## config.mk

```make
export PLATFORM = sky130hd
export DESIGN_NAME = fp_sub_seq_flat
export DESIGN_NICKNAME = d
export VERILOG_FILES = /design/src/rtl/fp_pkg.sv /design/src/rtl/fp_sub_seq_if.sv /design/src/rtl/fp_round_rne.sv /design/src/rtl/fp_sub_seq.sv /design/src/flat_wrapper.sv
export SDC_FILE = /design/constraint.sdc
export NUM_CORES = 1
export LEC_CHECK = 0
export CORE_MARGIN = 2
export CORE_UTILIZATION = 60
export CTS_BUF_LIST = sky130_fd_sc_hd__clkbuf_4
export CTS_CLUSTER_DIAMETER = 60
export DETAILED_ROUTE_END_ITERATION = 10
export GPL_ROUTABILITY_DRIVEN = 0
export HOLD_SLACK_MARGIN = 0.03
export PLACE_DENSITY = 0.78
export SYNTH_ARGS = -nofsm -noshare
export SYNTH_HDL_FRONTEND = slang
export SYNTH_HIERARCHICAL = 1
export SYNTH_SLANG_ARGS = --single-unit
export TNS_END_PERCENT = 50
```

## constraint.sdc

```tcl
create_clock -name clk -period 8 [get_ports clk]
set_input_delay 0.8 -clock clk [delete_from_list [all_inputs] [get_ports clk]]
set_output_delay 0.8 -clock clk [all_outputs]
set_load 0.02 [all_outputs]
```

## src/rtl/fp_pkg.sv

```systemverilog
`default_nettype none
// fp_pkg: binary32 field widths, special encodings, unpacked-operand type and
// the sequencer state encoding shared by the iterative FP add/sub blocks.
package fp_pkg;

  localparam int EXP_W     = 8;
  localparam int MAN_W     = 23;
  localparam int EXT_W     = 27;
  localparam int ALIGN_CAP = 26;

  localparam logic [31:0] QNAN    = 32'h7FC0_0000;
  localparam logic [31:0] POS_INF = 32'h7F80_0000;
  localparam logic [31:0] NEG_INF = 32'hFF80_0000;

  typedef struct packed {
    logic             sign;
    logic [EXP_W-1:0] exp;
    logic [EXT_W-1:0] man;
  } fp_unp_t;

  typedef enum logic [2:0] {
    S_IDLE   = 3'd0,
    S_UNPACK = 3'd1,
    S_ALIGN  = 3'd2,
    S_SUB    = 3'd3,
    S_NORM   = 3'd4,
    S_ROUND  = 3'd5,
    S_DONE   = 3'd6
  } fp_state_t;

  // Zero exponent (zero or denormal) flushes to a signed zero with empty mantissa.
  function automatic fp_unp_t fp_unpack(input logic [31:0] w);
    fp_unp_t u;
    u.sign = w[31];
    u.exp  = w[30:23];
    u.man  = (w[30:23] == 8'd0) ? '0 : {1'b1, w[MAN_W-1:0], 3'b000};
    return u;
  endfunction

endpackage
`default_nettype wire

```

## src/rtl/fp_sub_seq_if.sv

```systemverilog
`default_nettype none
// fp_sub_seq_if: operand/result valid-ready bus of the iterative subtractor.
interface fp_sub_seq_if;
  logic        in_valid;
  logic        in_ready;
  logic [31:0] fp_sub_a;
  logic [31:0] fp_sub_b;
  logic        out_valid;
  logic        out_ready;
  logic [31:0] fp_sub_r;

  modport master (
    output in_valid, fp_sub_a, fp_sub_b, out_ready,
    input  in_ready, out_valid, fp_sub_r
  );

  modport slave (
    input  in_valid, fp_sub_a, fp_sub_b, out_ready,
    output in_ready, out_valid, fp_sub_r
  );
endinterface
`default_nettype wire

```

## src/rtl/fp_round_rne.sv

```systemverilog
`default_nettype none
// fp_round_rne: combinational round-to-nearest-even of a normalised 27-bit
// mantissa (24 bits + guard/round/sticky) and packing to binary32.
module fp_round_rne
  import fp_pkg::*;
(
  input  wire logic        i_sign,
  input  wire logic [9:0]  i_exp,
  input  wire logic [26:0] i_man,
  output logic      [31:0] o_word
);

  logic        w_up;
  logic [24:0] w_sum;
  logic [9:0]  w_exp;
  logic [22:0] w_frac;

  always_comb begin
    w_up   = i_man[2] & (i_man[1] | i_man[0] | i_man[3]);
    w_sum  = {1'b0, i_man[26:3]} + {24'd0, w_up};
    w_exp  = i_exp + {9'd0, w_sum[24]};
    w_frac = w_sum[24] ? w_sum[23:1] : w_sum[22:0];
    if (w_exp >= 10'd255) begin
      o_word = i_sign ? NEG_INF : POS_INF;
    end else begin
      o_word = {i_sign, w_exp[7:0], w_frac};
    end
  end

endmodule
`default_nettype wire

```

## src/rtl/fp_sub_seq.sv

```systemverilog
`default_nettype none
// fp_sub_seq: iterative binary32 subtractor r = a - b; alignment and
// normalisation advance one bit per cycle behind valid/ready handshakes.
module fp_sub_seq
  import fp_pkg::*;
(
  input  wire logic   clk,
  input  wire logic   rst,
  fp_sub_seq_if.slave bus
);

  fp_state_t   r_state;
  logic        r_in_ready;
  logic        r_out_valid;
  logic [31:0] r_res;
  logic [31:0] r_a;
  logic [31:0] r_b;
  logic        r_sign;
  logic        r_eff_sub;
  logic [9:0]  r_exp;
  logic [26:0] r_mx;
  logic [26:0] r_my;
  logic [4:0]  r_cnt;

  fp_unp_t     w_ua;
  fp_unp_t     w_ub;
  fp_unp_t     w_x;
  fp_unp_t     w_y;
  logic [7:0]  w_diff;
  logic [4:0]  w_d;
  logic        w_a_nan;
  logic        w_b_nan;
  logic        w_a_inf;
  logic        w_b_inf;
  logic        w_special;
  logic [31:0] w_spec_word;
  logic [27:0] w_sum;
  logic [31:0] w_round;

  always_comb begin
    w_ua = fp_unpack(r_a);
    w_ub = fp_unpack(r_b);
    if ({w_ub.exp, w_ub.man} > {w_ua.exp, w_ua.man}) begin
      w_x = w_ub;
      w_y = w_ua;
    end else begin
      w_x = w_ua;
      w_y = w_ub;
    end
    w_diff = w_x.exp - w_y.exp;
    w_d    = (w_diff > 8'(ALIGN_CAP)) ? 5'(ALIGN_CAP) : w_diff[4:0];

    // r_b already carries the inverted sign, so specials see effective signs.
    w_a_nan = (&r_a[30:23]) & (|r_a[22:0]);
    w_b_nan = (&r_b[30:23]) & (|r_b[22:0]);
    w_a_inf = (&r_a[30:23]) & ~(|r_a[22:0]);
    w_b_inf = (&r_b[30:23]) & ~(|r_b[22:0]);

    w_special   = 1'b1;
    w_spec_word = QNAN;
    if (w_a_nan | w_b_nan) begin
      w_spec_word = QNAN;
    end else if (w_a_inf & w_b_inf) begin
      w_spec_word = (r_a[31] == r_b[31]) ? r_a : QNAN;
    end else if (w_a_inf) begin
      w_spec_word = r_a;
    end else if (w_b_inf) begin
      w_spec_word = r_b;
    end else if ((w_ua.man == 27'd0) && (w_ub.man == 27'd0)) begin
      w_spec_word = {r_a[31] & r_b[31], 31'd0};
    end else begin
      w_special = 1'b0;
    end

    w_sum = r_eff_sub ? ({1'b0, r_mx} - {1'b0, r_my})
                      : ({1'b0, r_mx} + {1'b0, r_my});
  end

  fp_round_rne u_round (
    .i_sign (r_sign),
    .i_exp  (r_exp),
    .i_man  (r_mx),
    .o_word (w_round)
  );

  always_ff @(posedge clk or negedge rst) begin
    if (!rst) begin
      r_state     <= S_IDLE;
      r_in_ready  <= 1'b1;
      r_out_valid <= 1'b0;
      r_res       <= 32'h0;
      r_a         <= 32'h0;
      r_b         <= 32'h0;
      r_sign      <= 1'b0;
      r_eff_sub   <= 1'b0;
      r_exp       <= 10'd0;
      r_mx        <= 27'd0;
      r_my        <= 27'd0;
      r_cnt       <= 5'd0;
    end else begin
      case (r_state)
        S_IDLE: begin
          if (bus.in_valid && r_in_ready) begin
            r_a        <= bus.fp_sub_a;
            r_b        <= {~bus.fp_sub_b[31], bus.fp_sub_b[30:0]};
            r_in_ready <= 1'b0;
            r_state    <= S_UNPACK;
          end
        end
        S_UNPACK: begin
          if (w_special) begin
            r_res       <= w_spec_word;
            r_out_valid <= 1'b1;
            r_state     <= S_DONE;
          end else begin
            r_sign    <= w_x.sign;
            r_eff_sub <= w_x.sign ^ w_y.sign;
            r_exp     <= {2'b00, w_x.exp};
            r_mx      <= w_x.man;
            r_my      <= w_y.man;
            r_cnt     <= w_d;
            r_state   <= (w_d != 5'd0) ? S_ALIGN : S_SUB;
          end
        end
        S_ALIGN: begin
          r_my  <= {1'b0, r_my[26:2], r_my[1] | r_my[0]};
          r_cnt <= r_cnt - 5'd1;
          if (r_cnt == 5'd1) begin
            r_state <= S_SUB;
          end
        end
        S_SUB: begin
          if (w_sum == 28'd0) begin
            r_res       <= 32'h0;
            r_out_valid <= 1'b1;
            r_state     <= S_DONE;
          end else if (w_sum[27]) begin
            r_mx    <= {w_sum[27:2], w_sum[1] | w_sum[0]};
            r_exp   <= r_exp + 10'd1;
            r_state <= S_ROUND;
          end else begin
            r_mx    <= w_sum[26:0];
            r_state <= w_sum[26] ? S_ROUND : S_NORM;
          end
        end
        S_NORM: begin
          // Reaching exponent 0 would need a denormal; flush instead.
          if (r_exp == 10'd1) begin
            r_res       <= {r_sign, 31'd0};
            r_out_valid <= 1'b1;
            r_state     <= S_DONE;
          end else begin
            r_mx  <= {r_mx[25:0], 1'b0};
            r_exp <= r_exp - 10'd1;
            if (r_mx[25]) begin
              r_state <= S_ROUND;
            end
          end
        end
        S_ROUND: begin
          r_res       <= w_round;
          r_out_valid <= 1'b1;
          r_state     <= S_DONE;
        end
        S_DONE: begin
          if (bus.out_ready) begin
            r_out_valid <= 1'b0;
            r_in_ready  <= 1'b1;
            r_state     <= S_IDLE;
          end
        end
        default: begin
          r_state     <= S_IDLE;
          r_in_ready  <= 1'b1;
          r_out_valid <= 1'b0;
        end
      endcase
    end
  end

  assign bus.in_ready  = r_in_ready;
  assign bus.out_valid = r_out_valid;
  assign bus.fp_sub_r  = r_res;

endmodule
`default_nettype wire

```

## src/flat_wrapper.sv

```systemverilog
// flat-port wrapper written by rule: the top's interface ports become plain ports
module fp_sub_seq_flat import fp_pkg::*;
  (clk, rst, bus_in_valid, bus_fp_sub_a, bus_fp_sub_b, bus_out_ready, bus_in_ready, bus_out_valid, bus_fp_sub_r);
  fp_sub_seq_if bus_i ();
  input  wire logic clk;
  input  wire logic rst;
  input wire logic [$bits(bus_i.in_valid)-1:0] bus_in_valid;
  input wire logic [$bits(bus_i.fp_sub_a)-1:0] bus_fp_sub_a;
  input wire logic [$bits(bus_i.fp_sub_b)-1:0] bus_fp_sub_b;
  input wire logic [$bits(bus_i.out_ready)-1:0] bus_out_ready;
  output wire logic [$bits(bus_i.in_ready)-1:0] bus_in_ready;
  output wire logic [$bits(bus_i.out_valid)-1:0] bus_out_valid;
  output wire logic [$bits(bus_i.fp_sub_r)-1:0] bus_fp_sub_r;
  assign bus_i.in_valid = bus_in_valid;
  assign bus_i.fp_sub_a = bus_fp_sub_a;
  assign bus_i.fp_sub_b = bus_fp_sub_b;
  assign bus_i.out_ready = bus_out_ready;
  assign bus_in_ready = bus_i.in_ready;
  assign bus_out_valid = bus_i.out_valid;
  assign bus_fp_sub_r = bus_i.fp_sub_r;
  fp_sub_seq u_core (.clk(clk), .rst(rst), .bus(bus_i));
endmodule
```

## Yosys cells after proc, flatten, opt, wreduce, memory -nomap -nowiden

Index checks and enable logic that the tools add are counted.

- Flip-flop bits (word level): 172
- Latch bits: 0
- RAM bits: 0
- Memory bits (read-only): 0
- Bits of input ports: 68
- Word-level logic and storage cells: 146
- Memories kept: 0

- Add/subtract/negate cells: 8
- Multipliers: 0
- Divide/modulo/power cells: 0
- $lt $le $gt $ge: 3
- Equal/unequal tests: 20
- Shifts and indexed selects: 0
- Multiplexer cells: 57
- Bitwise logic cells: 19
- Reduce and logical (&&, ||, !) cells: 27

Operator list:

| operator | count |
|---|---|
| 2-to-1 mux 32 bit | 11 |
| 2-to-1 mux 27 bit | 7 |
| case mux 32 bit (4 select lines) | 1 |
| case mux 27 bit (3 select lines) | 1 |
| 2-to-1 mux 36 bit | 2 |
| zero test 27 bit | 2 |
| case mux 27 bit (2 select lines) | 1 |
| OR reduction 23 bit | 2 |
| 2-to-1 mux 10 bit | 4 |
| greater-than comparator 35 bit | 1 |
| case mux 10 bit (3 select lines) | 1 |
| adder 27 x 27 -> 28 bit | 1 |
| zero test 28 bit | 1 |
| 2-to-1 mux 28 bit | 1 |
| subtractor 27 x 27 -> 28 bit | 1 |
| adder 24 x 1 -> 25 bit | 1 |
| 2-to-1 mux 3 bit | 8 |
| 2-to-1 mux 23 bit | 1 |
| case mux 3 bit (7 select lines) | 1 |
| zero test 8 bit | 2 |
| AND reduction 8 bit | 2 |
| 2-to-1 mux 1 bit | 13 |
| != test 2 x 1 -> 1 bit, second input constant | 6 |
| AND reduction 4 bit | 3 |
| other kinds (34) | 60 |

## Longest topological paths before layout

- Depth in word-level cells: 11
- Depth in mapped cells: 21
- Mapped depth without buffers: 18

## By module

The synthesis kept the hierarchy.

By module, submodules not included:

| module | times used | cells an instance | area each (µm²) | seq. area each (µm²) |
|---|---|---|---|---|
| fp_sub_seq | 1 | 1438 | 12726.0 | 4305.4 |
| fp_round_rne | 1 | 148 | 945.9 | 0.0 |

## Worst setup path after synthesis

No wires, ideal clock.

- Path kind: register -> register
- Start: register u_core.r_a[23]
- End: register u_core.r_cnt[0]
- Data arrival time: 5.414 ns
- Required time: 7.890 ns
- Path slack: 2.476 ns
- Stages on the path, launching flop included: 22
- Buffers on the path: 5
- Period minus slack after synthesis: 5.524 ns
- Path through: dfrtp_1 > or4_1 > or2_2 > clkbuf_1 > clkbuf_1 > nand2_1 > ha_1 > nor2b_1 > o211ai_1 > a2111oi_0 > o41a_1 > buf_4 > o21a_1 > clkbuf_1 > clkbuf_1 > o31a_1 > ha_1 > a221oi_1 > o22ai_1 > o2111a_1 > a211o_1 > o41ai_1

- Word-level cells in the longest chain between the ends: 11
- Elaborated cells on any way between the ends: 24
- Classes of those cells: add/sub: 1; order compare: 2; eq/ne: 1; mux: 11; bitwise: 4; reduce/logical: 5

Ends and longest elaborated chain:

| item | RTL line | RTL |
|---|---|---|
| start, declared | fp_sub_seq.sv:16 | `logic [31:0] r_a;` |
| start signal, assigned | fp_sub_seq.sv:104 | `r_a <= bus.fp_sub_a;` |
| branches (longest 11 deep; another with greater-than comparator 35 bit) | n/a |  |
| end signal, assigned | fp_sub_seq.sv:121 | `r_cnt <= w_d;` |
| end signal, assigned | fp_sub_seq.sv:127 | `r_cnt <= r_cnt - 5'd1;` |
| end, declared | fp_sub_seq.sv:23 | `logic [4:0] r_cnt;` |

Several ways; the timed one is not identified. The select of a mux whose other input is x is not followed.
A chain may end at the register's enable or synchronous reset.

## Worst setup path in the final report

- Start: register u_core.r_my[13]
- End: register u_core.r_exp[2]

- Word-level cells in the longest chain between the ends: 5
- Elaborated cells on any way between the ends: 7
- Classes of those cells: add/sub: 2; eq/ne: 2; mux: 1; reduce/logical: 2

Ends and longest elaborated chain:

| item | RTL line | RTL |
|---|---|---|
| start, declared | fp_sub_seq.sv:22 | `logic [26:0] r_my;` |
| start signal, assigned | fp_sub_seq.sv:120 | `r_my <= w_y.man;` |
| start signal, assigned | fp_sub_seq.sv:126 | `r_my <= {1'b0, r_my[26:2], r_my[1] \| r_my[0]};` |
| adder 27 x 27 -> 28 bit / subtractor 27 x 27 -> 28 bit (equally long branches) | fp_sub_seq.sv:76, fp_sub_seq.sv:75 |  |
| 2-to-1 mux 28 bit (*) | fp_sub_seq.sv:75 | `w_sum = r_eff_sub ? ({1'b0, r_mx} - {1'b0, r_my})` |
| zero test 28 bit | fp_sub_seq.sv:133 | `if (w_sum == 28'd0) begin` |
| != test 2 bit (no line) | n/a |  |
| AND reduction 5 bit (no line) (*) | n/a |  |
| end signal, assigned | fp_sub_seq.sv:118 | `r_exp <= {2'b00, w_x.exp};` |
| end signal, assigned | fp_sub_seq.sv:139 | `r_exp <= r_exp + 10'd1;` |
| end signal, assigned | fp_sub_seq.sv:154 | `r_exp <= r_exp - 10'd1;` |
| end, declared | fp_sub_seq.sv:20 | `logic [9:0] r_exp;` |

Mark *: on every way between the ends. The rest lies on a longest branch, timed or not.

==> qor.csv <==
stage,metric,value,unit
setup_path,Register-to-Register Path Depth,15,
yosys,post-synthesis sequential area ratio,31.5,%
setup_path,CP endpoint kind,flop,
global_route,grt total ovfl,0,
floorplanning,row count,55,
clocking,Worst-Skew Late Latency,600,ps
routing,DR pass1 iterations,8,
floorplanning,die area,24000,um^2
clocking,clk sink count,172,
global_route,largest net degree at the start of global routing,113,
setup_path,Crit Path Max Fanout,17,
finish,Filler Cell Count,1866,
sta,max_slew headroom,20.2,%
setup_path,r2r setup slk,1560,ps
placed_design,Detailed Place HPWL,28000,um
sta,Final WS setup,1560,ps
sta,Worst Max-Slew Pin Slew,1200,ps
finish,post-layout util,66.9,%
routing,detailed-route DRC error count,0,
floorplanning,die width,155,um
placed_design,Port Buffers,101,
global_route,vias in the first global route,11800,
min_path,Min-Delay Path Class,in -> async,
yosys,Main synth FF type,dfrtp_1,
clocking,CTS buffer count,17,
finish,share of cells above drive strength 1,10.3,%
global_route,Total Routing Usage GR,31.2,%
job,Max Cap Viol,0,
global_route,antenna violations before repair,2,
finish,fin area,15100,um^2
setup_path,crit path cell chain,nor4_2 > or4b_4 > nor4_1 > a21oi_1 > xnor2_1 > ha_1 > a2111o_1 > a211o_1 > o211ai_1 > a41oi_1 > o21ai_0 > nand2_2 > a21oi_1 > o221ai_1 > a22o_1,
yosys,Synth area leader,dfrtp_1,
sta,Total Negative Setup Slacks,0,ps
clocking,TritonCTS clock tree,built,
yosys,Post-synth EDFFs,0,
finish,multi-input logic area,8850,um^2
sta,Setup Skew,23.6,ps
yosys,"FFs w/ async S/R, synth",100,%
floorplanning,Core Footprint,22500,um^2
routing,wire length per cell,19.3,um
yosys,"Cell Area, Synth",13700,um^2
sta,RSZ-0062 raised after global routing,no,
setup_path,"Req. time, crit path",8510,ps
setup_path,Reg-to-Reg End,u_core/r_exp[2],
clocking,clk slew on worst S/H paths,170,ps
setup_path,type of origin of the critical path,flop,
yosys,Area contributors post-synth,"dfrtp_1, ha_1, mux2_2, a21oi_1, nor2_1",
floorplanning,IO Pins,102,
setup_path,Worst Path Arrival,6950,ps
routing,via count,12600,
placed_design,Place WS,1690,ps
sta,fmax,155,MHz
floorplanning,die height,155,um
sta,Tmin final,6440,ps
yosys,top-area cell type share of the netlist area,31.3,%
yosys,Commonest cells post-synth,"dfrtp_1, nor2_1, a21oi_1",
routing,Detail Route Antenna Nets,0,
yosys,most frequent cell after synthesis,dfrtp_1,
yosys,Synth Area per Inst,8.62,um^2
yosys,yosys warns,6,
clocking,hold_buf cts,0,
setup_path,Crit Path Category,reg -> reg,
floorplanning,starting density of the core,60.8,%
yosys,"Net Count, Synth",1725,
run_status,outcome,"finished, final reports clean",
sta,Pins Over Slew Limit,0,
routing,routed wire length,37000,um
finish,Synth-to-Final Area Change,10.1,%
yosys,Synth cell types,89,
yosys,Gate Count Post-Synth,1586,
global_route,first-pass GRT wire length,60700,um
placed_design,Placed Area,14800,um^2
yosys,#FFs+latches synth,172,
sta,Final Hold Vio Count,0,
clocking,root buf cell,clkbuf_4,
setup_path,Crit path largest cell delay,850,ps
routing,DR iter-0 viols,1233,
routing,Vias/cell,6.55,
sta,final worst path period share,80.5,%
clocking,CTS max path bufs,2,
setup_path,r2r startpoint,u_core/r_my[13],
clocking,# resized after CTS,0,
setup_path,CP dominant cell by count,a21oi_1,
clocking,post-CTS setup buffers,0,
finish,net count of the finished layout,1764,
clocking,CTS HTree Levels,4,
sta,setup violators final,0,
finish,FF+latch area,4310,um^2
setup_path,CP max-delay cell,a21oi_1,
layout make-up:
class                   count  share of cell area [%]
flip-flops and latches    172                    28.6
clock inverters            14                    1.01
repair buffers            111                    7.22
multi-input cells        1276                    58.8
well taps                 285                    2.37
clock buffers              17                   0.848
diodes                      2                  0.0332
inverters                  47                    1.17
through the flow:
| stage | instances | hold WS [ps] |
|---|---|---|
| 2_1_floorplan | 1586 | 473 |
| 5_1_grt | 1923 | 371 |
| 6_report | 1924 | 294 |
| 3_5_place_dp | 1891 | 493 |
| 4_1_cts | 1922 | 359 |
| 3_3_place_gp | 1891 | 480 |
registers in the layout, indices dropped and copies added, names as in the netlist:
name and flops:
u_core/bus.fp_sub_r 32, u_core/r_a 32, u_core/r_b 32, u_core/r_mx 27
u_core/r_my 27, u_core/r_exp 10, u_core/r_cnt 5, u_core/r_state 3
u_core/bus.in_ready 1, u_core/bus.out_valid 1, u_core/r_eff_sub 1, u_core/r_sign 1
metal layers:
layer | global-route usage [%] | share of wire, % | vias to the layer above
met4 | 10.2 | 2.8 | 0
met3 | 5.35 | 8.1 | 83
li1 | - | - | 5955
met5 | 0 | 0 | -
met1 | 43.2 | 44 | 6007
met2 | 50.0 | 45 | 554
critical path, delay by kind of cell, from the launching register on:
family	cells	cell delay (ps)
and+or+nand+nor	4	2000
adders and majority gates	1	390
xor gates and xnor gates	1	180
DFF	1	470
AOI/OAI and AO/OA	9	3310
how the worst max path moves through the flow:
stage,from,to
2_1_floorplan,u_core/r_a[23],u_core/r_cnt[0]
3_3_place_gp,u_core/r_my[14],u_core/r_exp[2]
3_5_place_dp,u_core/r_my[13],u_core/r_exp[2]
4_1_cts,u_core/r_my[14],u_core/r_exp[2]
5_1_grt,u_core/r_my[14],u_core/r_exp[2]
6_report,u_core/r_my[13],u_core/r_exp[2]
cell families after synthesis:
logic type,share of synthesized area [%]
AOI/OAI and AO/OA,21.7
xor gates and xnor gates,4.68
adders and majority gates,6.55
buffers and inverters,4.11
DFF,31.5
muxes,11.0
and+or+nand+nor,20.5
cell usage in the layout, fill, tap and decap left out, drive strengths merged, types with 54 or more instances in the layout:
cell,Yosys,final
o21ai,85,85
a21oi,142,142
nand2,136,136
nor2,144,144
ha,70,70
clkdlybuf4s50,0,100
inv,47,54
dfrtp,171,171
xnor2,58,58
mux2,94,94
Power is left out: the tool's default activity adds up to more than one toggle a clock period on the data nets, which glitch-free logic cannot reach.
